===== config.mk =====
export PLATFORM = sky130hd
export DESIGN_NAME = alu_arbiter
export DESIGN_NICKNAME = d
export VERILOG_FILES = /design/src/rtl/alu_pkg.sv /design/src/rtl/rr_arbiter.sv /design/src/rtl/alu_arbiter.sv
export SDC_FILE = /design/constraint.sdc
export NUM_CORES = 1
export LEC_CHECK = 0
export ABC_AREA = 1
export BUFFER_PORTS_ARGS = -buffer_cell sky130_fd_sc_hd__buf_4
export CELL_PAD_IN_SITES_DETAIL_PLACEMENT = 1
export CELL_PAD_IN_SITES_GLOBAL_PLACEMENT = 2
export CORE_ASPECT_RATIO = 0.7
export CORE_MARGIN = 1
export CORE_UTILIZATION = 13
export DETAILED_ROUTE_END_ITERATION = 10
export MAX_ROUTING_LAYER = met4
export PLACE_DENSITY_LB_ADDON = 0.2
export SLEW_MARGIN = 20
export SYNTH_ARGS = -nofsm -noshare
export SYNTH_HDL_FRONTEND = slang
export SYNTH_HIERARCHICAL = 1
export SYNTH_SLANG_ARGS = --single-unit

===== constraint.sdc =====
create_clock -name clk -period 1.98 [get_ports clk]
set_input_delay 0.198 -clock clk [delete_from_list [all_inputs] [get_ports clk]]
set_output_delay 0.198 -clock clk [all_outputs]
set_load 0.02 [all_outputs]

===== src/rtl/alu_pkg.sv =====
// Shared ALU op encodings and helpers used by every block that talks to the ALU.
package alu_pkg;

  localparam logic [2:0] OP_AND = 3'b000;
  localparam logic [2:0] OP_OR  = 3'b001;
  localparam logic [2:0] OP_ADD = 3'b010;
  localparam logic [2:0] OP_SUB = 3'b110;
  localparam logic [2:0] OP_SLT = 3'b111;

  // SLT reports "true" as all ones except the sign bit.
  localparam logic [31:0] SLT_TRUE = 32'h7FFF_FFFF;

  function automatic logic op_is_legal(input logic [2:0] op);
    case (op)
      OP_AND, OP_OR, OP_ADD, OP_SUB, OP_SLT: return 1'b1;
      default:                               return 1'b0;
    endcase
  endfunction

endpackage


===== src/rtl/rr_arbiter.sv =====
// Round-robin arbiter: searches req starting just after last_grant and
// returns a one-hot grant plus its encoded index. Kept generic so other
// bus arbiters can reuse it.
module rr_arbiter #(
  parameter int N = 2,
  localparam int IW = (N > 1) ? $clog2(N) : 1
) (
  input  logic [N-1:0]  req,
  input  logic [IW-1:0] last_grant,
  input  logic          enable,
  output logic [N-1:0]  gnt,
  output logic [IW-1:0] idx
);

  int   cand;
  logic found;

  // Priority scan from last_grant+1, wrapping modulo N; idx is valid even when
  // enable is low so callers can peek at the next winner.
  always_comb begin
    gnt   = '0;
    idx   = '0;
    found = 1'b0;
    cand  = 0;
    for (int k = 1; k <= N; k++) begin
      cand = int'(last_grant) + k;
      if (cand >= N) cand = cand - N;
      if (!found && req[cand[IW-1:0]]) begin
        found = 1'b1;
        idx   = cand[IW-1:0];
      end
    end
    if (enable && found) gnt[idx] = 1'b1;
  end

endmodule


===== src/rtl/alu_arbiter.sv =====
// Shares one ALU among NUM_REQ requesters and buffers each result in a
// single tagged response slot.
//
// state | meaning
// EMPTY | rsp_valid=0, slot free, a grant may issue
// FULL  | rsp_valid=1, slot holds a result; refill allowed only with rsp_ready
module alu_arbiter
  import alu_pkg::*;
#(
  parameter int NUM_REQ = 2,
  localparam int ID_W = (NUM_REQ > 1) ? $clog2(NUM_REQ) : 1
) (
  input  logic                 clk,
  input  logic                 rst,
  input  logic [NUM_REQ-1:0]   req_valid,
  output logic [NUM_REQ-1:0]   req_ready,
  input  logic [NUM_REQ*32-1:0] req_a,
  input  logic [NUM_REQ*32-1:0] req_b,
  input  logic [NUM_REQ*3-1:0]  req_op,
  output logic [31:0]          alu_a,
  output logic [31:0]          alu_b,
  output logic [2:0]           alu_control,
  output logic                 alu_rst,
  input  logic [31:0]          alu_result,
  output logic                 rsp_valid,
  input  logic                 rsp_ready,
  output logic [ID_W-1:0]      rsp_id,
  output logic [31:0]          rsp_result,
  output logic                 rsp_zero,
  output logic                 rsp_err
);

  logic [ID_W-1:0]    last_grant;
  logic [ID_W-1:0]    gnt_idx;
  logic [NUM_REQ-1:0] gnt;
  logic               can_issue;
  logic               granted;
  logic [31:0]        sel_a;
  logic [31:0]        sel_b;
  logic [2:0]         sel_op;
  logic               sel_legal;

  // The slot can take a new result when empty or when it drains this cycle.
  assign can_issue = !rsp_valid || rsp_ready;

  rr_arbiter #(.N(NUM_REQ)) u_rr (
    .req        (req_valid),
    .last_grant (last_grant),
    .enable     (can_issue && !rst),
    .gnt        (gnt),
    .idx        (gnt_idx)
  );

  assign granted   = |gnt;
  assign req_ready = gnt;

  // Operand mux keyed on the one-hot grant; idles at 0/0/ADD.
  always_comb begin
    sel_a  = '0;
    sel_b  = '0;
    sel_op = OP_ADD;
    for (int i = 0; i < NUM_REQ; i++) begin
      if (gnt[i]) begin
        sel_a  = req_a[32*i +: 32];
        sel_b  = req_b[32*i +: 32];
        sel_op = req_op[3*i +: 3];
      end
    end
  end

  assign sel_legal   = op_is_legal(sel_op);
  assign alu_a       = sel_a;
  assign alu_b       = sel_b;
  // Illegal codes never reach the ALU; it sees a harmless ADD instead.
  assign alu_control = (granted && sel_legal) ? sel_op : OP_ADD;
  assign alu_rst     = rst;
  assign rsp_zero    = (rsp_result == '0);

  // Response slot: capture on grant, otherwise drain when consumed.
  always_ff @(posedge clk) begin
    if (rst) begin
      rsp_valid  <= 1'b0;
      rsp_id     <= '0;
      rsp_result <= '0;
      rsp_err    <= 1'b0;
      last_grant <= ID_W'(NUM_REQ - 1);
    end else if (granted) begin
      rsp_valid  <= 1'b1;
      rsp_id     <= gnt_idx;
      last_grant <= gnt_idx;
      rsp_result <= sel_legal ? alu_result : '0;
      rsp_err    <= !sel_legal;
    end else if (rsp_ready) begin
      rsp_valid  <= 1'b0;
    end
  end

endmodule

; ---- Word level (Yosys, flattened, before mapping)
; Index checks and enable logic that the tools add are counted.
[totals]
register_bits = 36
out_inout_bits = 106
input_bits = 171
[classes]
reduce_logical = 15
muxes = 24
order_cmp = 6
n_eq_ne = 4
n_addsub = 4
[ops]
columns = operator, count
row1 = two-way mux 32 bit, 5
row2 = zero test 32 bit, 1
row3 = two-way mux 1 bit, 14
row4 = two-way mux 3 bit, 3
row5 = "equality test 3 bit, second input constant", 2
row6 = "< comparator 1 x 2 -> 1 bit, second input constant", 3
row7 = logical AND 1 bit, 5
row8 = OR reduction 5 bit, 1
row9 = zero test 1 bit, 4
row10 = "adder 1 x 2 -> 3 bit, second input constant", 1
row11 = "equality test 3 x 1 -> 1 bit, second input constant", 1
row12 = "equality test 3 x 2 -> 1 bit, second input constant", 1
row13 = "greater-or-equal comparator 3 x 2 -> 1 bit, second input constant", 1
row14 = zero test 3 bit, 1
row15 = "adder 1 x 1 -> 2 bit, second input constant", 1
row16 = "greater-or-equal comparator 2 bit, second input constant", 1
row17 = two-way mux 2 bit, 1
row18 = nonzero test 2 bit, 1
row19 = OR reduction 2 bit, 1
row20 = "subtractor 1 bit, second input constant", 2
row21 = demux 1 bit (select 1 bit), 1
row22 = "greater-or-equal comparator 1 bit, second input constant", 1
row23 = logical OR 1 bit, 1

; ---- Longest topological paths before layout
[logic_depth]
word_depth = 21
depth_mapped = 14
ltp_nobuf = 11

; ---- Cells and area by module
; Netlist, hierarchy kept.
[modules_own_cells]
columns = mod, area_per_inst_um2, instances, cells_per_inst, seq_area_each_um2
row1 = alu_arbiter, 2442.3, 1, 412, 720.7
row2 = rr_arbiter, 36.3, 1, 8, 0.0

; ---- Worst setup path before layout
; Ideal clock, no wire load.
[synth_timing]
path_type = input -> output
from = input rst
to = output alu_control[1]
stages = 12
required_time_ns = 1.782
arrival_ns = 2.168
path_slack_ns = -0.386
path_cell_list = clkbuf_1 clkbuf_1 a21oi_1 nand2_1 a21oi_1 clkbuf_2 nand3_2 nand2_2 inv_1 nand3_2 buf_2 nand3_1
[synth_via]
elab_chain_cells = 11
word_cells_on_any_way = 16
cone_classes = eq/ne: 4 / mux: 5 / reduce/logical: 7
[synth_lines]
columns = element, line_no
row1 = "start, declared", alu_arbiter.sv:14  ; input logic rst,
row2 = zero test 1 bit *, alu_arbiter.sv:49  ; .enable (can_issue && !rst),
row3 = logical AND 1 bit *, alu_arbiter.sv:49
row4 = logical AND 1 bit *, rr_arbiter.sv:33  ; if (enable && found) gnt[idx] = 1'b1;
row5 = two-way mux 2 bit *, rr_arbiter.sv:33
row6 = via req_ready[0], alu_arbiter.sv:16  ; output logic [NUM_REQ-1:0] req_ready,
row7 = two-way mux 3 bit (2 in series), alu_arbiter.sv:63  ; if (gnt[i]) begin
row8 = equality test 3 x 1 -> 1 bit (tied with other cells), alu_pkg.sv:14  ; case (op)
row9 = OR reduction 5 bit, alu_pkg.sv:14
row10 = two-way mux 1 bit, alu_pkg.sv:14
row11 = logical AND 1 bit, alu_arbiter.sv:75  ; assign alu_control = (granted && sel_legal) ? sel_op : OP_ADD;
row12 = two-way mux 3 bit *, alu_arbiter.sv:75
row13 = "end, declared", alu_arbiter.sv:22  ; output logic [2:0] alu_control,
; The timed path passes the listed nets; every way through them passes the cells marked *.

; ---- Final worst setup path
[layout_timing]
from = register rsp_valid
to = output alu_control[0]
[layout_via]
elab_chain_cells = 12
word_cells_on_any_way = 17
cone_classes = eq/ne: 4 / mux: 5 / reduce/logical: 8
[layout_lines]
columns = element, line_no
row1 = "start, declared", alu_arbiter.sv:25  ; output logic rsp_valid,
row2 = "start signal, assigned", alu_arbiter.sv:82  ; rsp_valid <= 1'b0;
row3 = "start signal, assigned", alu_arbiter.sv:88  ; rsp_valid <= 1'b1;
row4 = "start signal, assigned", alu_arbiter.sv:94  ; rsp_valid <= 1'b0;
row5 = zero test 1 bit *, alu_arbiter.sv:44  ; assign can_issue = !rsp_valid || rsp_ready;
row6 = logical OR 1 bit *, alu_arbiter.sv:44
row7 = logical AND 1 bit *, alu_arbiter.sv:49
row8 = logical AND 1 bit *, rr_arbiter.sv:33
row9 = two-way mux 2 bit *, rr_arbiter.sv:33
row10 = two-way mux 3 bit (2 in series), alu_arbiter.sv:63
row11 = equality test 3 x 1 -> 1 bit (tied with other cells), alu_pkg.sv:14
row12 = OR reduction 5 bit, alu_pkg.sv:14
row13 = two-way mux 1 bit, alu_pkg.sv:14
row14 = logical AND 1 bit, alu_arbiter.sv:75
row15 = two-way mux 3 bit *, alu_arbiter.sv:75
; Every way passes the cells marked *; elsewhere a longest branch is shown, timed or not.

==> reports/results.ini <==
[detailed_routing]
wl_met1_um=7614
firstDrtPassIters=6
wl_met3_um=944
top_layer=met4
wire_per_inst_um=17.54
drc_errors=0
drt_wl_total_um=16520
vias_per_cell=4.205
num_vias=3961
wl_met2_um=7819
ant_nets=0
drt_iter0_drc=108

[power_and_ir_drop]
power_mw=3.103
power_leakage_nw=2.932
powerDensity_nw_per_um2=523.8
peakVddDrop_v=0.0004191

[setup_path]
required_ns=1.78
worst-r2r-cell-count=11
crit_family=compound AO/OA/AOI/OAI gates
cp.buffers_inverters=3
slowest_stage=dfxtp_2
r2r-end=rsp_result[27]
crit_top_cell=a21oi_4
cp.arrival_ns=1.81
crit_chain=a21oi_2, nand2_1, a21oi_4, buf_12, buf_8, nor2_4, a21oi_4, and3_4, buf_6
r2r_slack_ns=0.12
critPathMaxStageDelay_ns=0.33
crit_type=reg -> out
worstReg2RegStart=rsp_valid
crit_path_end_kind=output port
critPathLaunchType=register
cp_max_fo=6

[layout]
seq_area_um2=723.2
diodes=0
fillers=2237
multi_input_area_um2=1778
syn2layout_area_growth_pct=139.0
drive_gt1_share_pct=53.82
final_util_pct=32.35
finalNetCount=876
final_cell_area_um2=5924

[synthesis]
synth.distinct_cells=22
synth_warnings=6
seq_area_frac_synth_pct=29.08
synth_edf_count=0
netlist_instances=420
async_flop_share_pct=0
postSynthAreaPerCell_um2=5.901
yosys-top-cells-area=dfxtp_1, nand2_1, nand3_1
yosys-top-cells-count=nand2_1, nand3_1, a21oi_1
synth_area_um2=2479
synth.most_common_cell=nand2_1
syn_nets=591
synth_top_area_share_pct=29.08
synth_top_area_cell=dfxtp_1
synth_seq_cells=36
synth_ff_type=dfxtp_1

[floorplan]
row_count=41
dieArea_um2=19630
die_w_um=167.0
core_area_um2=18310
die_h_um=117.5
start_util_pct=13.53
io_pins=277

[clocking]
cts.clk_slew.worst_paths_ns=0.06
cts_tree=done
cts.sinks=36
insertion_delay_ns=0.28
cts_max_path_buffers=2
cts_root_buf=clkbuf_16
cts_buffers=5
cts_max_level=2

[timing]
setup_tns_ns=-0.03627
worst_pin_slew_ns=0.4177
clock.fmax_mhz=499.2
slew_headroom_pct=71.90
setup-violations-final=3
final_hold_viol_count=0
period_needed_ns=2.003
rsz0062_at_grt=true
fin_skew_ns=0.007013
setup_ws_ns=-0.02336
drv_slew=0
timing.final.crit_share_pct=101.2

[grt]
grt_pass1_vias=3948
grt_overflow=0
grt_pass1_wl_um=23060
grt_max_degree=65
grtUsageTotal_pct=15.34
antenna_found_initial=0

[placed_design]
place_area_um2=4830
portBuffers=276
gp_congestion=0.8087
place_worst_setup_slack_ns=0.09118
hpwl_um=11030

[job]
maxCapViolCount=0

[run_status]
status=finished, violations left
violations=setup timing

[worst_hold_path]
hold_path_depth=3
min_to=rsp_result[1]
hp-class=in -> reg
hp-start=alu_result[1]

[sequential cells by signal (all words and copies together), names as in the netlist]
name        count
last_grant      1
rsp_err         1
rsp_result     32
rsp_id          1
rsp_valid       1
[power breakdown]
| group | internal [mW] | leakage [nW] | switching [mW] |
|---|---|---|---|
| Clock | 0.502 | 0.0701 | 0.313 |
| Combinational | 0.740 | 2.57 | 0.722 |
| Sequential | 0.779 | 0.295 | 0.0469 |
[cells by family (layout without fill, tap and decap cells)]
group                  after synthesis  count (layout)  synth area share [%]
flip-flops                          36              36                 29.08
AO/OA/AOI/OAI                       39              39                 8.329
buffers and inverters               48             334                 9.389
AND/OR/NAND/NOR                    297             297                 53.21
[worst max path at each step]
| stage | startpoint | end | slack (ns) | cells after the start |
|---|---|---|---|---|
| floorplan | rst | alu_control[1] | -0.002 | 12 |
| global placement | rsp_valid | alu_control[1] | 0.18 | 10 |
| detailed placement | rsp_valid | alu_control[1] | 0.09 | 10 |
| CTS | rsp_valid | alu_control[1] | -0.06 | 10 |
| global route | rsp_valid | alu_control[0] | -0.10 | 9 |
| finish | rsp_valid | alu_control[0] | -0.02 | 9 |
[layout make-up]
type	instances	share of cell area, %
Tap cell	236	4.984
Inverter	11	0.7814
Clock buffer	7	2.408
Timing Repair Buffer	315	49.48
Sequential cell	36	12.21
Multi-Input combinational cell	336	30.01
Clock inverter	1	0.1267
[worst reg2reg max path, cell delays in order (launching register included)]
cell and delay, ns:
dfxtp_2 0.33, a21oi_2 0.15, nand2_1 0.10, a21oi_4 0.14
buf_12 0.14, buf_8 0.11, nor2_4 0.05, a21oi_4 0.18
buf_4 0.15, buf_4 0.19, nand3_1 0.11, a21oi_1 0.14
[routing by layer]
layer  global-route usage, %  vias up
met4                   1.447        0
met2                   24.90      124
li1                        -     1954
met5                       -        -
met3                   3.329       12
met1                   20.09     1871
[stage by stage]
| stage | hold slack, ns | std cells |
|---|---|---|
| 2_1_floorplan | 0.3388 | 420 |
| 3_3_place_gp | 0.4628 | 905 |
| 3_5_place_dp | 0.4671 | 905 |
| 4_1_cts | 0.1760 | 925 |
| 5_1_grt | 0.1817 | 942 |
| 6_report | 0.1795 | 942 |
[repair_timing]
| item | in CTS | in global routing |
|---|---|---|
| setup buffers | 8 | 10 |
| pin swaps | 3 | 29 |
| gates resized for setup | 11 | 117 |
| setup endpoints to repair | 67 | 82 |
| hold buffers | 0 | 0 |
| gates cloned | 4 | 8 |
[layout by cell type (no fill, tap or decap), types with 2 or more instances in the layout]
cell type  instances
inv_2              2
nor2_1             4
nor4_1             6
nand2_2           17
dfxtp_2            2
a21oi_1           35
nand2_1          159
nand4_1            2
clkbuf_16         12
a21oi_4            2
nor2_4             2
buf_6             63
inv_1              7
nand3_1           76
buf_16             5
nand2_4            3
nand3_2           16
nand3_4           10
inv_4              2
buf_12             6
dfxtp_1           34
buf_4            232
No activity file was read; power rests on OpenSTA's default activity.
